$ cat config.mk
export PLATFORM = sky130hd
export DESIGN_NAME = boot_loader
export DESIGN_NICKNAME = d
export VERILOG_FILES = /design/src/rtl/boot_pkg.sv /design/src/rtl/boot_loader.sv
export SDC_FILE = /design/constraint.sdc
export NUM_CORES = 1
export LEC_CHECK = 0
export CORE_ASPECT_RATIO = 0.5
export CORE_MARGIN = 2
export CORE_UTILIZATION = 47
export DETAILED_ROUTE_END_ITERATION = 6
export MAX_ROUTING_LAYER = met4
export PLACE_DENSITY = 0.91
export RECOVER_POWER = 100
export SYNTH_ARGS = -nofsm -noshare
export SYNTH_HDL_FRONTEND = slang
export SYNTH_SLANG_ARGS = --single-unit
$ cat constraint.sdc
create_clock -name clk -period 4 [get_ports clk]
set_input_delay 0.8 -clock clk [delete_from_list [all_inputs] [get_ports clk]]
set_output_delay 0.8 -clock clk [all_outputs]
set_load 0.03 [all_outputs]
$ cat src/rtl/boot_pkg.sv
// rtl/boot_pkg.sv - shared state encoding and load-window defaults for boot_loader
package boot_pkg;

    typedef enum logic [1:0] {
        HOLD    = 2'd0,
        LOAD    = 2'd1,
        RELEASE = 2'd2,
        RUN     = 2'd3
    } state_t;

    localparam logic [7:0] PROG_BASE_DEF = 8'h00;
    localparam int         LOAD_MAX_DEF  = 128;

endpackage

$ cat src/rtl/boot_loader.sv
// rtl/boot_loader.sv - holds the CPU in reset, streams an image into memory, then hands the bus over
module boot_loader
    import boot_pkg::*;
#(
    parameter logic [7:0] PROG_BASE = PROG_BASE_DEF,
    parameter int         LOAD_MAX  = LOAD_MAX_DEF
) (
    input  logic       clk,
    input  logic       reset,
    input  logic       start,
    input  logic [7:0] len,
    input  logic [7:0] in_data,
    input  logic       in_valid,
    output logic       in_ready,
    input  logic [7:0] cpu_address,
    input  logic [7:0] cpu_to_memory,
    input  logic       cpu_write,
    output logic [7:0] mem_address,
    output logic [7:0] mem_to_memory,
    output logic       mem_write,
    output logic       cpu_reset,
    output logic       busy,
    output logic       done,
    output logic       err
);

    state_t     state_q, state_d;
    logic [7:0] cnt_q, cnt_d;
    logic [7:0] len_q, len_d;
    logic       err_q, err_d;
    logic       len_ok;
    logic       beat;

    // 9-bit compare so a LOAD_MAX of 256 does not wrap to zero.
    assign len_ok = (len != 8'd0) && ({1'b0, len} <= 9'(LOAD_MAX));
    assign beat   = (state_q == LOAD) && in_valid;

    always_ff @(posedge clk or negedge reset) begin
        if (!reset) begin
            state_q <= HOLD;
            cnt_q   <= 8'd0;
            len_q   <= 8'd0;
            err_q   <= 1'b0;
        end else begin
            state_q <= state_d;
            cnt_q   <= cnt_d;
            len_q   <= len_d;
            err_q   <= err_d;
        end
    end

    always_comb begin
        state_d = state_q;
        cnt_d   = cnt_q;
        len_d   = len_q;
        err_d   = err_q;
        case (state_q)
            HOLD, RUN: begin
                if (start) begin
                    if (len_ok) begin
                        state_d = LOAD;
                        len_d   = len;
                        cnt_d   = 8'd0;
                        err_d   = 1'b0;
                    end else begin
                        err_d   = 1'b1;
                    end
                end
            end
            LOAD: begin
                if (beat) begin
                    cnt_d = cnt_q + 8'd1;
                    if (cnt_q == len_q - 8'd1) begin
                        state_d = RELEASE;
                    end
                end
            end
            RELEASE: state_d = RUN;
            default: state_d = HOLD;
        endcase
    end

    // Bus mux: the loader owns memory until RUN, then the CPU passes straight through.
    always_comb begin
        mem_address   = PROG_BASE;
        mem_to_memory = 8'd0;
        mem_write     = 1'b0;
        case (state_q)
            LOAD: begin
                mem_address = PROG_BASE + cnt_q;
                if (beat) begin
                    mem_to_memory = in_data;
                    mem_write     = 1'b1;
                end
            end
            RUN: begin
                mem_address   = cpu_address;
                mem_to_memory = cpu_to_memory;
                mem_write     = cpu_write;
            end
            default: ;
        endcase
    end

    assign in_ready  = (state_q == LOAD);
    assign busy      = (state_q == LOAD) || (state_q == RELEASE);
    assign done      = (state_q == RELEASE);
    assign cpu_reset = (state_q == RUN);
    assign err       = err_q;

endmodule

* After elaboration in Yosys (flattened, before gate mapping)
Cells that the tools add are included.
** Word-level totals
- Logic and storage cells :: 41
- Bits in registers :: 19
- Output and inout port bits :: 22
- Bits of input ports :: 37
** Operators by class
- Add/subtract/negate cells :: 2
- Equal/unequal tests :: 8
- Reduce and logical (&&, ||, !) cells :: 11
- Order comparisons :: 1
- Multiplexer cells :: 15
** Operators by type and width (count)
- one-hot mux 8 bit (2 select lines) :: 3
- two-way mux 8 bit :: 4
- adder 8 x 1 -> 8 bit, second input constant :: 1
- equality test 8 bit :: 1
- <= comparator 8 bit, second input constant :: 1
- two-way mux 2 bit :: 4
- AND reduction 4 bit :: 2
- nonzero test 8 bit :: 1
- subtractor 8 x 1 -> 8 bit, second input constant :: 1
- one-hot mux 2 bit (3 select lines) :: 1
- equality test 2 bit, second input constant :: 2
- != test 2 x 1 -> 1 bit, second input constant :: 2
- != test 2 bit, second input constant :: 2
- AND reduction 3 bit :: 1
- equality test 2 x 1 -> 1 bit, second input constant :: 1
- logical AND 1 bit :: 2
- zero test 2 bit :: 1
- two-way mux 1 bit :: 2
- one-hot mux 1 bit (2 select lines) :: 1
- AND reduction 2 bit :: 1
- nonzero test 2 bit :: 1
- OR reduction 2 bit :: 1
- logical OR 1 bit :: 1

* Longest topological paths before layout
Gate-level depths: netlist of run 1.
- Word-level depth :: 5
- Depth in mapped cells :: 9
- Gate-level depth less buffers :: 8

* Worst setup path after synthesis of run 1
Ideal clock, no wire load.
- Path type :: register -> output
- Start :: register state_q[1]
- End :: output port mem_address[1]
- Path buffers :: 0
- Arrival time :: 1.749 ns
- Stages on the path, launching flop included :: 5
- Required time :: 3.200 ns
- Slack :: 1.451 ns
- Path through :: dfrtp_1 inv_1 ha_1 inv_1 o21ai_0
** On the way
- Longest elaborated chain between the ends :: 2
- Elaborated cells on any way between the ends :: 3
- Those cells by class :: 2 x eq/ne; 1 x mux
** Ends and longest elaborated chain
- from (decl) :: line boot_loader.sv:27 : state_t state_q, state_d;
- from (signal assigned) :: line boot_loader.sv:45 : state_q <= state_d;
- equality test 2 x 1 -> 1 bit
- named net in_ready :: line boot_loader.sv:14 : output logic in_ready,
- one-hot mux 8 bit (2 select lines) :: line boot_loader.sv:88 : case (state_q)
- to (decl) :: line boot_loader.sv:18 : output logic [7:0] mem_address,
The timed path passes the listed nets, and every way through them passes these cells.

* Worst setup path in the final report of run 1
- Start :: input port in_valid
- End :: output port mem_to_memory[1]
** On the way
- Longest elaborated chain between the ends :: 3
** Ends and longest elaborated chain
- from (decl) :: line boot_loader.sv:13 : input logic in_valid,
- logical AND 1 bit :: line boot_loader.sv:36 : assign beat = (state_q == LOAD) && in_valid;
- two-way mux 8 bit :: line boot_loader.sv:91 : if (beat) begin
- one-hot mux 8 bit (2 select lines) :: line boot_loader.sv:88
- to (decl) :: line boot_loader.sv:19 : output logic [7:0] mem_to_memory,
Every way passes these cells.

==> results of run 1 <==
layout by cell type, fill, tap and decap left out, types with 3 or more instances in the layout:
master           instances
nor3_1                   6
xnor2_1                 10
o21ai_0                 11
dlygate4sd3_1           23
or3_1                    3
nor2_1                  10
inv_1                    8
nand2_1                 13
dfrtp_1                 19
nor4_1                   4
a22o_1                  16
clkdlybuf4s50_1         35
ha_1                     6
mux2_1                   5
nand4_1                  4
xor2_1                   5
clkbuf_8                 3
through the flow:
step	util, %	cells
6_report	68.2	249
2_1_floorplan	-	158
5_1_grt	68.2	249
3_5_place_dp	68.0	245
4_1_cts	69.5	249
3_3_place_gp	68.0	245
area by class of cell:
type	count	area [sq um]
timing repair buffer	58	581
clock inverter	1	5.00
inverter	8	30.0
fill	242	947
clock buffer	3	41.3
tap	40	50.0
multi-input combinational	120	848
sequential	19	475
critical path: stages:
cell,delay [ps]
clkdlybuf4s50_1,570
and2_0,460
a22o_1,210
dlygate4sd3_1,740
routing by layer:
| layer | vias to the layer above | track usage, % |
|---|---|---|
| met3 | 2 | 5.00 |
| li1 | 674 | - |
| met1 | 666 | 30.2 |
| met2 | 56 | 35.8 |
| met4 | 0 | 4.26 |
| met5 | - | - |
worst max-delay path by stage:
| stage | start | slack [ps] | cells after the start | endpoint |
|---|---|---|---|---|
| global route | in_valid | 300 | 4 | mem_to_memory[6] |
| CTS | in_valid | 580 | 4 | mem_to_memory[2] |
| detailed placement | in_valid | 580 | 4 | mem_to_memory[2] |
| finish | in_valid | 410 | 4 | mem_to_memory[1] |
| global placement | in_valid | 660 | 4 | mem_to_memory[2] |
| floorplan | state_q[1] | 1450 | 4 | mem_address[1] |
synth_stat cells:
cell,count,share of area (%)
a2111oi_0,2,1.2
a211oi_1,2,1.0
a21o_1,1,0.51
a21oi_1,2,0.69
a22o_1,16,9.6
a311oi_1,1,0.60
a31oi_1,2,0.86
a32oi_2,1,1.1
and2_0,1,0.43
and2_1,3,1.3
and3_1,1,0.43
and3_4,1,0.77
buf_6,3,2.3
clkbuf_1,7,1.8
clkbuf_2,1,0.34
dfrtp_1,19,33
ha_1,6,5.1
inv_1,8,2.1
mux2_2,1,0.77
mux2_4,5,5.1
mux2i_1,2,1.4
nand2_1,13,3.3
nand2b_1,2,0.86
nand4_1,4,1.7
nor2_1,10,2.6
nor2b_1,1,0.43
nor3_1,6,2.1
nor4_1,4,1.7
o21ai_0,9,3.1
o21ai_2,2,1.2
o21bai_1,1,0.51
o22ai_1,1,0.43
o2bb2ai_1,1,0.60
or3_1,2,0.86
or3_4,1,0.77
or4_4,1,0.77
xnor2_1,10,6.0
xor2_1,5,3.0
registers in the layout, indices dropped and copies added, names as in the netlist:
name	flops
cnt_q	8
err	1
len_q	8
state_q	2
where the power goes:
part | total (W) | internal, W | switching, W | leakage [nW]
Clock | 0.000133 | 0.0000692 | 0.0000634 | 0.0255
Sequential | 0.000369 | 0.000265 | 0.000105 | 0.237
Combinational | 0.000971 | 0.000408 | 0.000563 | 0.603
kinds of logic after synthesis:
family,after synthesis
AND/OR/NAND/NOR,50
flip-flops,19
multiplexers,8
adder cells (fa/ha/maj),6
XOR/XNOR,15
buffers and inverters,19
AO/OA/AOI/OAI,41
==> run_results.csv, run 1 <==
group,metric,value,unit
cts,cts_tree,"built",
hold_path,hp-class,"reg -> reg",
run_status,status,"finished, final reports clean",
cts,path_clk_slew,70,ps
finish,nNetsFinal,253,
cts,cts_inserted_buffers,3,
synthesis,synth_adder_area_share,5.15,%
global_routing,track_usage,22.5,%
synthesis,synth_cells,158,
synthesis,synth-simple-area-share,18.0,%
flow_run,cap_viol_max_count,0,
pwr,p_leak,0.865,nW
die,core_area,2980,sq um
synthesis,syn_nets,201,
finish,drive_gt1_share,2.87,%
route,met2RoutedLength,1640,microns
synthesis,synth_xor_area_share,9.01,%
synthesis,ys_seq_area_share,32.6,%
setup_path,r2r_setup_slack,1710,ps
die,die_y,43.4,microns
timing,finClkSkew,5.61,ps
global_routing,grt-ovfl-total,0,
place,hpwlAfterDp,2840,microns
pwr,power.total,0.00147,W
place,dpl_cell_area,2020,sq um
hold_path,hold_path_end,"err",
timing,drv_slew,0,
cts,htreeDepth,1,
route,via_count,1398,
synthesis,synth_top_family_by_area,"compound AO/OA/AOI/OAI gates",
die,die_area,3590,sq um
die,ios,59,
synthesis,yosysWarnings,0,
timing,tightestPinTransition,869,ps
cts,post_cts_buffers,0,
setup_path,worstReg2RegEnd,"state_q[0]",
timing,min_period,3590,ps
global_routing,grt_max_degree,20,
global_routing,grt_pass1_vias,1234,
timing,setup_violations,0,
route,drtAntennaViolNets,0,
hold_path,min-delay-start,"err",
setup_path,required,3200,ps
synthesis,syn_avg_cell_area,9.23,sq um
setup_path,cp_max_fo,10,
timing,post-route-period-util,89.7,%
cts,clock-root-buffer,"clkbuf_8",
timing,fmax,0.279,GHz
cts,cts_resized,0,
timing,finalSetupTns,0,ps
setup_path,arrival,2790,ps
setup_path,crit_path_end_kind,"output port",
route,totalWireLength,3630,microns
cts,cts_max_path_buffers,2,
place,io_buffers,58,
finish,syn_to_final_growth,39.2,%
timing,hold_violations,0,
die,rows,14,
route,vias_per_cell,5.61,
route,drc,0,
cts,cts_sinks,19,
place,gp_congestion,0.956,
timing,layout_setup_ws,413,ps
cts,clk_latency,260,ps
setup_path,reg2regPathDepth,8,
timing,whs,496,ps
hold_path,min_path_cells,2,
die,initial_core_util,49.0,%
cts,cts_hold_buf,0,
synthesis,muxShareOfSynthArea,7.29,%
setup_path,startpoint_type,"input port",
finish,postLayoutCellArea,2030,sq um
route,wl_met3,331,microns
setup_path,crit_type,"in -> out",
route,drtIter0Drc,84,
route,dr.pass1.iters,4,
timing,rsz0062_at_grt,"no",
pwr,power_density,726,nW/um^2
synthesis,synth_compound_gate_area_share,21.4,%
global_routing,grt_pass1_wl,5930,microns
route,wl_per_cell,14.6,microns
synthesis,synth_cell_types,38,
synthesis,syn-cell-area,1460,sq um
finish,diodes,0,
place,pre_cts_ws,580,ps
route,wirelength_met1,1630,microns
route,dr.max_layer_used,"met4",
timing,relSlewSlack,41.8,%
global_routing,antenna_found_initial,0,
synthesis,synth-seq-cells,19,
setup_path,r2r-start,"len_q[0]",
die,die_w,82.8,microns
pwr,peakVddDrop,0.000297,V
Power figures use the tool's default switching activity.
==> run 2, diff against run 1 <==
--- a/config.mk
+++ b/config.mk
@@ -9,9 +9,11 @@
 export CORE_MARGIN = 2
 export CORE_UTILIZATION = 47
 export DETAILED_ROUTE_END_ITERATION = 6
+export DONT_BUFFER_PORTS = 1
 export MAX_ROUTING_LAYER = met4
-export PLACE_DENSITY = 0.91
+export PLACE_DENSITY = 0.67
 export RECOVER_POWER = 100
+export REMOVE_ABC_BUFFERS = 1
 export SYNTH_ARGS = -nofsm -noshare
 export SYNTH_HDL_FRONTEND = slang
 export SYNTH_SLANG_ARGS = --single-unit
==> run_results.csv, run 2 (same netlist as run 1, synthesis figures left out) <==
group,metric,value,unit
run_status,status,"finished, final reports clean",
route,wl_per_cell,16.9,microns
place,gp_congestion,0.777,
route,drc,0,
timing,hold_violations,0,
place,hpwlAfterDp,2640,microns
route,drtIter0Drc,53,
route,vias_per_cell,5.96,
finish,syn_to_final_growth,-0.343,%
finish,drive_gt1_share,3.95,%
setup_path,crit_type,"reg -> out",
setup_path,startpoint_type,"register",
cts,clock-root-buffer,"clkbuf_8",
finish,reg_top3,"cnt_q (8), len_q (8), state_q (2)",
cts,cts_max_path_buffers,2,
die,die_area,3590,sq um
global_routing,grt_pass1_wl,5200,microns
hold_path,hp-class,"in -> async",
pwr,peakVddDrop,0.000392,V
setup_path,cp_max_fo,14,
timing,post-route-period-util,78.9,%
global_routing,antenna_found_initial,0,
timing,tightestPinTransition,897,ps
cts,cts_inserted_buffers,3,
route,dr.pass1.iters,4,
flow_run,cap_viol_max_count,0,
cts,path_clk_slew,70,ps
global_routing,grt_pass1_vias,1126,
global_routing,grt-ovfl-total,0,
route,drtAntennaViolNets,0,
setup_path,required,3200,ps
global_routing,track_usage,19.7,%
route,via_count,1144,
finish,diodes,0,
place,io_buffers,0,
route,totalWireLength,3250,microns
die,ios,59,
die,die_y,43.4,microns
cts,cts_hold_buf,0,
timing,relSlewSlack,40.2,%
finish,layout_common_cells,"dfrtp_1 (19), a22o_1 (16), nand2_1 (13)",
global_routing,grt_max_degree,20,
cts,cts_resized,0,
timing,finClkSkew,4.85,ps
setup_path,crit_path_end_kind,"output port",
timing,fmax,0.317,GHz
timing,min_period,3160,ps
die,rows,14,
die,initial_core_util,49.0,%
cts,cts_sinks,19,
finish,nNetsFinal,196,
timing,finalSetupTns,0,ps
cts,cts_tree,"built",
die,die_w,82.8,microns
die,core_area,2980,sq um
pwr,p_leak,0.607,nW
pwr,power.total,0.00128,W
timing,setup_violations,0,
timing,drv_slew,0,
cts,htreeDepth,1,
setup_path,arrival,2360,ps
pwr,power_density,883,nW/um^2
finish,layout_commonest_cell,"dfrtp_1",
cts,post_cts_buffers,0,
timing,rsz0062_at_grt,"no",
cts,clk_latency,250,ps
==> run 2: cell types whose count changed in the layout (fill, tap and decap cells not counted) <==
cell,change
clkdlybuf4s50_1,-35
dlygate4sd3_1,-23
clkbuf_1,+1
==> run 2: power breakdown <==
group | internal (W) | leakage [nW] | switching [W]
combinational | 0.000256 | 0.344 | 0.000517
sequential | 0.000265 | 0.237 | 0.000116
clock | 0.0000691 | 0.0255 | 0.0000602
total | 0.000590 | 0.607 | 0.000694
==> run 2: path summary, 6_finish.rpt <==
check	start	to	slack, ps	cells past startpoint
worst max-delay path	state_q[1]	mem_to_memory[2]	840	4
worst min-delay path	reset	cnt_q[7]	240	0
worst max register to register	state_q[1]	cnt_q[2]	1550	6
worst min register to register	len_q[7]	len_q[7]	550	1
max in group asynchronous	reset	state_q[0]	3690	0
min in group clk	len_q[7]	len_q[7]	550	1
==> run 2: stage by stage <==
step                hold WS, ps  instances  setup slack [ps]  area [sq um]  util, %
CTS                         229        192               947          1500     50.3
global route                220        192               691          1450     48.8
finish                      235        192               843          1450     48.8
floorplan                   502        147              1250          1390        -
detailed placement          505        188              1210          1450     48.7
global placement            505        188              1300          1450     48.7
==> run 2: worst max-delay path, stage by stage (launching register included) <==
cell and delay, ps:
dfrtp_1 420, inv_1 90, ha_1 660, and2_0 520
a22o_1 400
==> run 2: routing by layer <==
| layer | vias to the layer above | wire length, microns | global-route usage, % |
|---|---|---|---|
| met5 | - | 0 | - |
| met4 | 0 | 8 | 2.30 |
| met3 | 2 | 232 | 5.42 |
| met2 | 52 | 1470 | 31.5 |
| met1 | 528 | 1550 | 26.1 |
| li1 | 562 | - | - |
==> run 2: cell type report <==
type                            count  area [sq um]
Timing Repair Buffer                1          3.75
Sequential cell                    19           475
Multi-Input combinational cell    120           848
Fill cell                         269          1520
Clock inverter                      1          5.00
Tap cell                           40          50.0
Clock buffer                        3          41.3
Inverter                            8          30.0
